`config.mk`:
```
export PLATFORM = sky130hd
export DESIGN_NAME = cb_master_queue
export DESIGN_NICKNAME = d
export VERILOG_FILES = /design/src/rtl/cb_master_queue.sv
export SDC_FILE = /design/constraint.sdc
export NUM_CORES = 1
export LEC_CHECK = 0
export CORE_AREA = 2 2 137 126
export DETAILED_ROUTE_END_ITERATION = 10
export DIE_AREA = 0 0 139 128
export PLACE_DENSITY = 0.83
export SETUP_SLACK_MARGIN = 0.1
export SKIP_LAST_GASP = 1
export SLEW_MARGIN = 20
export SYNTH_ARGS = -nofsm -noshare
export SYNTH_HDL_FRONTEND = slang
export SYNTH_SLANG_ARGS = --single-unit
```
`constraint.sdc`:
```
create_clock -name clk -period 6.57 [get_ports clk]
set_clock_uncertainty 0.2 [all_clocks]
set_input_delay 0.9855 -clock clk [delete_from_list [all_inputs] [get_ports clk]]
set_output_delay 0.9855 -clock clk [all_outputs]
set_load 0.005 [all_outputs]
```
`src/rtl/cb_master_queue.sv`:
```
// Crossbar master-side request queue: buffers client requests and issues them in order to a crossbar master port.
// Optional ack watchdog enabled by defining CB_MASTER_QUEUE_TIMEOUT_EN.

package cross_bar_pkg;
    localparam int unsigned ADDR_W = 16;
    localparam int unsigned DATA_W = 32;

    typedef logic [ADDR_W-1:0] addr_t;
    typedef logic [DATA_W-1:0] data_t;

    typedef struct packed {
        addr_t addr;
        logic  cmd;
        data_t wdata;
    } cb_req_t;
endpackage

module cb_master_queue
    import cross_bar_pkg::*;
#(
    parameter int unsigned DEPTH          = 4,
    parameter int unsigned TIMEOUT_CYCLES = 255
) (
    input  logic                         clk,
    input  logic                         aresetn,
    input  logic                         in_valid,
    output logic                         in_ready,
    input  addr_t                        in_addr,
    input  logic                         in_cmd,
    input  data_t                        in_wdata,
    output logic                         rsp_valid,
    output data_t                        rsp_rdata,
    output logic                         rsp_err,
    output logic [$clog2(DEPTH+1)-1:0]   level,
    output logic                         master_req,
    output addr_t                        master_addr,
    output logic                         master_cmd,
    output data_t                        master_wdata,
    input  logic                         master_ack,
    input  data_t                        master_rdata
);

    localparam int unsigned PTR_W = $clog2(DEPTH);
    localparam int unsigned LVL_W = $clog2(DEPTH+1);

    // Out-of-range parameters leave this marker block in the elaborated hierarchy.
    if (DEPTH < 2 || DEPTH > 16 || TIMEOUT_CYCLES < 1 || TIMEOUT_CYCLES > 65535) begin : g_param_out_of_range
    end

    cb_req_t          mem [DEPTH];
    cb_req_t          head;
    logic [PTR_W-1:0] rd_ptr;
    logic [PTR_W-1:0] wr_ptr;
    logic             push_c;
    logic             ack_pop_c;
    logic             pop_c;
    logic             timeout_c;
    logic             head_is_read;

    assign in_ready     = (level < LVL_W'(DEPTH));
    assign master_req   = (level != '0);
    assign head         = mem[rd_ptr];
    assign master_addr  = head.addr;
    assign master_cmd   = head.cmd;
    assign master_wdata = head.wdata;
    assign head_is_read = !head.cmd;

    assign push_c    = in_valid && in_ready;
    assign ack_pop_c = master_req && master_ack;
    assign pop_c     = ack_pop_c || timeout_c;

`ifdef CB_MASTER_QUEUE_TIMEOUT_EN
    logic [15:0] wait_cnt;

    // Fires on the last unacked cycle of the allowed window; a same-cycle ack wins.
    assign timeout_c = master_req && !master_ack && (wait_cnt == 16'(TIMEOUT_CYCLES - 1));

    always_ff @(posedge clk or negedge aresetn) begin
        if (!aresetn) begin
            wait_cnt <= '0;
        end else if (pop_c || !master_req) begin
            wait_cnt <= '0;
        end else begin
            wait_cnt <= wait_cnt + 16'd1;
        end
    end

    always_ff @(posedge clk or negedge aresetn) begin
        if (!aresetn) begin
            rsp_err <= 1'b0;
        end else begin
            rsp_err <= timeout_c;
        end
    end
`else
    assign timeout_c = 1'b0;
    assign rsp_err   = 1'b0;
`endif

    // Payload storage carries no reset; only pointers and level define validity.
    always_ff @(posedge clk) begin
        if (push_c) begin
            mem[wr_ptr] <= '{addr: in_addr, cmd: in_cmd, wdata: in_wdata};
        end
    end

    always_ff @(posedge clk or negedge aresetn) begin
        if (!aresetn) begin
            wr_ptr <= '0;
            rd_ptr <= '0;
            level  <= '0;
        end else begin
            if (push_c) begin
                wr_ptr <= (wr_ptr == PTR_W'(DEPTH-1)) ? '0 : wr_ptr + PTR_W'(1);
            end
            if (pop_c) begin
                rd_ptr <= (rd_ptr == PTR_W'(DEPTH-1)) ? '0 : rd_ptr + PTR_W'(1);
            end
            case ({push_c, pop_c})
                2'b10:   level <= level + LVL_W'(1);
                2'b01:   level <= level - LVL_W'(1);
                default: level <= level;
            endcase
        end
    end

    // Reads and timeouts produce a one-cycle response; rdata holds between responses.
    always_ff @(posedge clk or negedge aresetn) begin
        if (!aresetn) begin
            rsp_valid <= 1'b0;
            rsp_rdata <= '0;
        end else begin
            rsp_valid <= pop_c && (head_is_read || timeout_c);
            if (timeout_c) begin
                rsp_rdata <= '0;
            end else if (ack_pop_c && head_is_read) begin
                rsp_rdata <= master_rdata;
            end
        end
    end

endmodule

```
* Yosys cells after proc, flatten, opt, wreduce, memory -nomap -nowiden
Memories as Yosys holds them, arrays and structs flattened. Index checks and enable logic that the tools add are counted.
Operators by class: add/subtract/negate cells 4, order comparisons 1, equality and inequality tests 4, mux-type cells 5, reduce and logical (&&, ||, !) cells 6
Operators with widths (number):
- $eq A2 B2 Y1 const B | 3
- $pmux W3 S2 | 1
- $add A2 B1 Y2 const B | 2
- $mux W2 | 2
- $add A3 B1 Y3 const B | 1
- $logic_and A1 B1 Y1 | 3
- $lt A3 B3 Y1 const B | 1
- $reduce_bool A3 Y1 | 1
- $sub A3 B1 Y3 const B | 1
- $eq A2 B1 Y1 const B | 1
- $mux W1 | 2
- $reduce_bool A2 Y1 | 1
- $logic_not A1 Y1 | 1
Word-level totals: bits in registers 40, bits in writable memories 196, output and inout port bits 88, logic and storage cells 26, memories 1
Memories:
- mem | depth 4, width 49, read ports 1, clocked after Yosys merged registers in 0, wr ports 1, RTL line 50 | cb_req_t mem [DEPTH];

* Logic depth before layout (Yosys ltp)
word-level depth 4, mapped depth 9, gate-level depth less buffers 8

* Least setup slack after synthesis
OpenSTA, ideal clock, no wires.
kind input-to-reg, from input in_valid, to memory mem[0][0] (netlist bit), enable pin, setup time 412 ps, data arrival time 2520 ps, required time 5958 ps, slack 3438 ps, stages on the path 3, path buffers 1, path through nor2b_1 -> clkbuf_1 -> and2_1
On the way: word-level cells in the longest chain between the ends 3
RTL lines:
- start, declared | RTL line 26 | input logic in_valid,
- $logic_and A1 B1 Y1 | RTL line 68 | assign push_c = in_valid && in_ready;
- $mux W1 | RTL line 102 | if (push_c) begin
- $mux W1 (implied by the code) | RTL line 103 | mem[wr_ptr] <= '{addr: in_addr, cmd: in_cmd, wdata: in_wdata};
- end, declared | RTL line 50
Every way passes these cells.

* Worst setup path in the final report
from register rd_ptr[0], to output master_wdata[7]
On the way: word-level cells in the longest chain between the ends 1
RTL lines:
- start, declared | RTL line 52 | logic [PTR_W-1:0] rd_ptr;
- start signal, assigned | RTL line 117 | rd_ptr <= (rd_ptr == PTR_W'(DEPTH-1)) ? '0 : rd_ptr + PTR_W'(1);
- $mem_v2 Z4 W49
- end, declared | RTL line 38 | output data_t master_wdata,
Every way passes these cells.

==> results.yml <==
sta:
  hold_viol: 0
  period_share_pct: 57.4
  setup_viol: 0
  tns_ps: 0
  rsz0062_at_grt: "no"
  layout_setup_ws_ps: 2800
  maxSlewHeadroom_pct: 49.8
  fmax_mhz: 265
  slew_viol_final: 0
  period_minus_slack_ps: 3770
  tightest_slew_ps: 753
placement:
  hpwl_mm: 10.8
  portBuffers: 171
  place_area_mm2: 0.0108
  dpl_worst_slack_ps: 2970
  post-place-cells: 742
  gp_congestion: 0.734
global_route:
  grt_max_degree: 53
  grt_remaining_overflow: 0
  grt_pass1_vias: 4659
  grt_pass1_wl_mm: 26.3
  grt_usage_pct: 19.3
  antenna_found_initial: 0
synth:
  synth_top_cell_by_area: "edfxtp_1"
  ys_warn_count: 0
  synth_seq_area_share_pct: 77.6
  synth-seq-cells: 236
  synth_top_area_share_pct: 66.3
  syn_nets: 463
  synthCells: 371
  synth_area_leaders: "edfxtp_1 (66%), mux4_2 (12%), dfrtp_1 (11%), mux2_4 (4.9%), ha_1 (0.85%)"
  avgSynthCellArea_um2: 23.9
  syn-cell-area_mm2: 0.00887
  yosysUniqueCellTypes: 28
cells_and_area:
  multi_input_area_mm2: 0.00183
  finalNetCount: 649
  final_util_pct: 69.8
  area_growth_syn_to_layout_pct: 29.3
  final_cells: 785
  regArea_mm2: 0.00689
  fillers: 1008
  fin_area_mm2: 0.0115
  diodes: 0
  drive_gt1_share_pct: 21.6
pwr:
  clkPwrFrac_pct: 23.8
  combPwrFrac_pct: 34.4
  switching_share_pct: 26.1
  cell_internal_pwr_w: 0.00367
  seqPwrFrac_pct: 41.9
  vdd_drop_max_v: 0.000285
  switchingPower_w: 0.00130
  power.leakage_nw: 3.98
  p_per_area_mw_per_mm2: 433
drt:
  first_pass_iters: 4
  vias: 4260
  post-route-drc-count: 0
  totalWireLength_mm: 17.4
  viasPerCell: 5.43
  wl_per_cell_um: 22.2
  drt_first_iter_violations: 214
  postRouteAntennaNets: 0
flow_run:
  cap_viol_max_count: 0
worst_setup_path:
  crit_type: "reg -> out"
  r2r_setup_slack_ps: 3780
  rr_endpoint: "rsp_rdata[16]"
  required_ps: 5380
  cp_max_fo: 34
  reg2regPathDepth: 4
  endpoint: "master_wdata[7]"
  crit_path_start: "rd_ptr[0]"
  cp_slowest_stage_delay_ps: 680
  cp_cell_sequence: "buf_16, mux4_2, clkdlybuf4s50_1"
  slowest_stage: "dfrtp_4"
  critical_path.top_delay_family: "buffers and inverters"
  timing.rr.start: "rd_ptr[1]"
  worst-path-buf-inv: 2
  cp-end-kind: "output port"
  arrival_ps: 2580
  crit_path_start_kind: "flop"
  worstSetupPathDepth: 3
clock_network:
  clock_path_buffers: 3
  h-tree-depth: 1
  cts_buffers: 23
  cts_setup_buffers: 0
  cts_resized: 0
  clk_latency_ps: 500
  cts_tree: "built"
  hold_buffers: 0
  cts_root_buf: "clkbuf_16"
  cts.sinks: 236
  cts.clk_slew.worst_paths_ps: 60
status:
  status: "finished clean"
die:
  rows: 45
  start_util_pct: 54.0
  ios: 173
  coreArea_mm2: 0.0164
  die_area_mm2: 0.0178
  die_w_um: 139
  die_y_um: 128
min_path:
  min_path_cells: 1
  worstHoldPathType: "reg -> reg"
-- cell families after synthesis --
group / synth area share (%)
other: 0.0423
muxes: 18.0
buffers and inverters: 1.81
adders and majority gates: 1.07
AOI/OAI and AO/OA: 0.338
xor gates and xnor gates: 0.296
and+or+nand+nor: 0.860
DFF: 77.6
-- worst min path at each step --
stage,start,end,slack [ps]
finish,rsp_rdata[13],rsp_rdata[13],310
global route,rsp_rdata[18],rsp_rdata[18],330
global placement,rsp_rdata[15],rsp_rdata[15],290
floorplan,rsp_rdata[15],rsp_rdata[15],310
detailed placement,rsp_rdata[30],rsp_rdata[30],300
CTS,rsp_rdata[17],rsp_rdata[17],320
-- layout make-up --
cell class	count	area share, %
flip-flops and latches	236	60.1
clock inverters	6	0.251
inverters	8	0.262
clock buffers	36	5.62
multi-input cells	110	16.0
well taps	211	2.30
repair buffers	178	15.6
-- registers in the layout, summed over array words and instances, names as in the netlist --
signal     flops
wr_ptr         2
mem          196
level          3
rd_ptr         2
rsp_rdata     32
rsp_valid      1
-- cell usage after synthesis --
library cell / number
o21ai_0: 2
mux2_2: 4
a21o_1: 1
clkbuf_1: 3
nor2_1: 2
mux2i_1: 1
nor2_8: 1
buf_4: 1
xnor2_1: 2
ha_1: 6
fa_1: 1
conb_1: 1
nor3_1: 1
nand2_1: 2
buf_1: 4
buf_6: 1
mux4_2: 49
nand3_1: 1
edfxtp_1: 196
mux2_4: 29
o31ai_2: 1
and2_1: 4
inv_1: 8
dfrtp_1: 40
xor2_1: 1
nor2b_1: 1
buf_2: 5
buf_12: 3
-- per-stage QoR --
stage | hold WS (ps) | power [W]
after floorplan | 305 | 0.00296
after CTS | 317 | 0.00501
after global placement | 291 | 0.00375
final | 313 | 0.00497
after global routing | 333 | 0.00519
after detailed placement | 298 | 0.00381
-- worst register-to-register path, stage by stage (launching register included) --
cell	delay, ps
dfrtp_2	340
buf_4	560
mux4_2	570
nor2_8	610
mux2_2	410
-- layout by cell type, fill, tap and decap left out --
cell,netlist,layout
nor2b_1,1,1
nand3_1,1,1
o21ai_0,2,2
dfrtp_2,0,1
nor3_1,1,1
mux2_2,4,4
clkinv_2,0,1
nor2_1,2,2
inv_1,8,8
o31ai_2,1,1
conb_1,1,1
edfxtp_1,196,196
a21o_1,1,1
clkbuf_8,0,2
nand2_1,2,2
clkbuf_16,0,23
mux2_4,29,29
ha_1,6,6
clkinv_1,0,4
buf_16,0,1
xnor2_1,2,2
mux2i_1,1,1
buf_4,1,6
and2_2,0,4
nor2_8,1,1
dfrtp_1,40,38
inv_6,0,1
xor2_1,1,1
mux4_2,49,49
clkdlybuf4s50_1,0,171
fa_1,1,1
clkbuf_1,3,11
dfrtp_4,0,1
-- metal layers --
layer  GRT usage, %  vias to the layer above  wire length, um
met5              0                        -                0
met2           33.9                      123             9310
met1           24.7                     2227             6750
met3           3.70                       34              833
met4           6.06                        0              502
li1               -                     1876                -
-- power by group through the flow --
| stage | Clock (W) | Combinational [W] | Sequential [W] |
|---|---|---|---|
| global placement | 0 | 0.00160 | 0.00215 |
| finish | 0.00118 | 0.00171 | 0.00208 |
| detailed placement | 0 | 0.00164 | 0.00217 |
| CTS | 0.00121 | 0.00166 | 0.00215 |
| floorplan | 0 | 0.000895 | 0.00206 |
| global route | 0.00126 | 0.00182 | 0.00211 |
(Power assumes the default switching activity.)
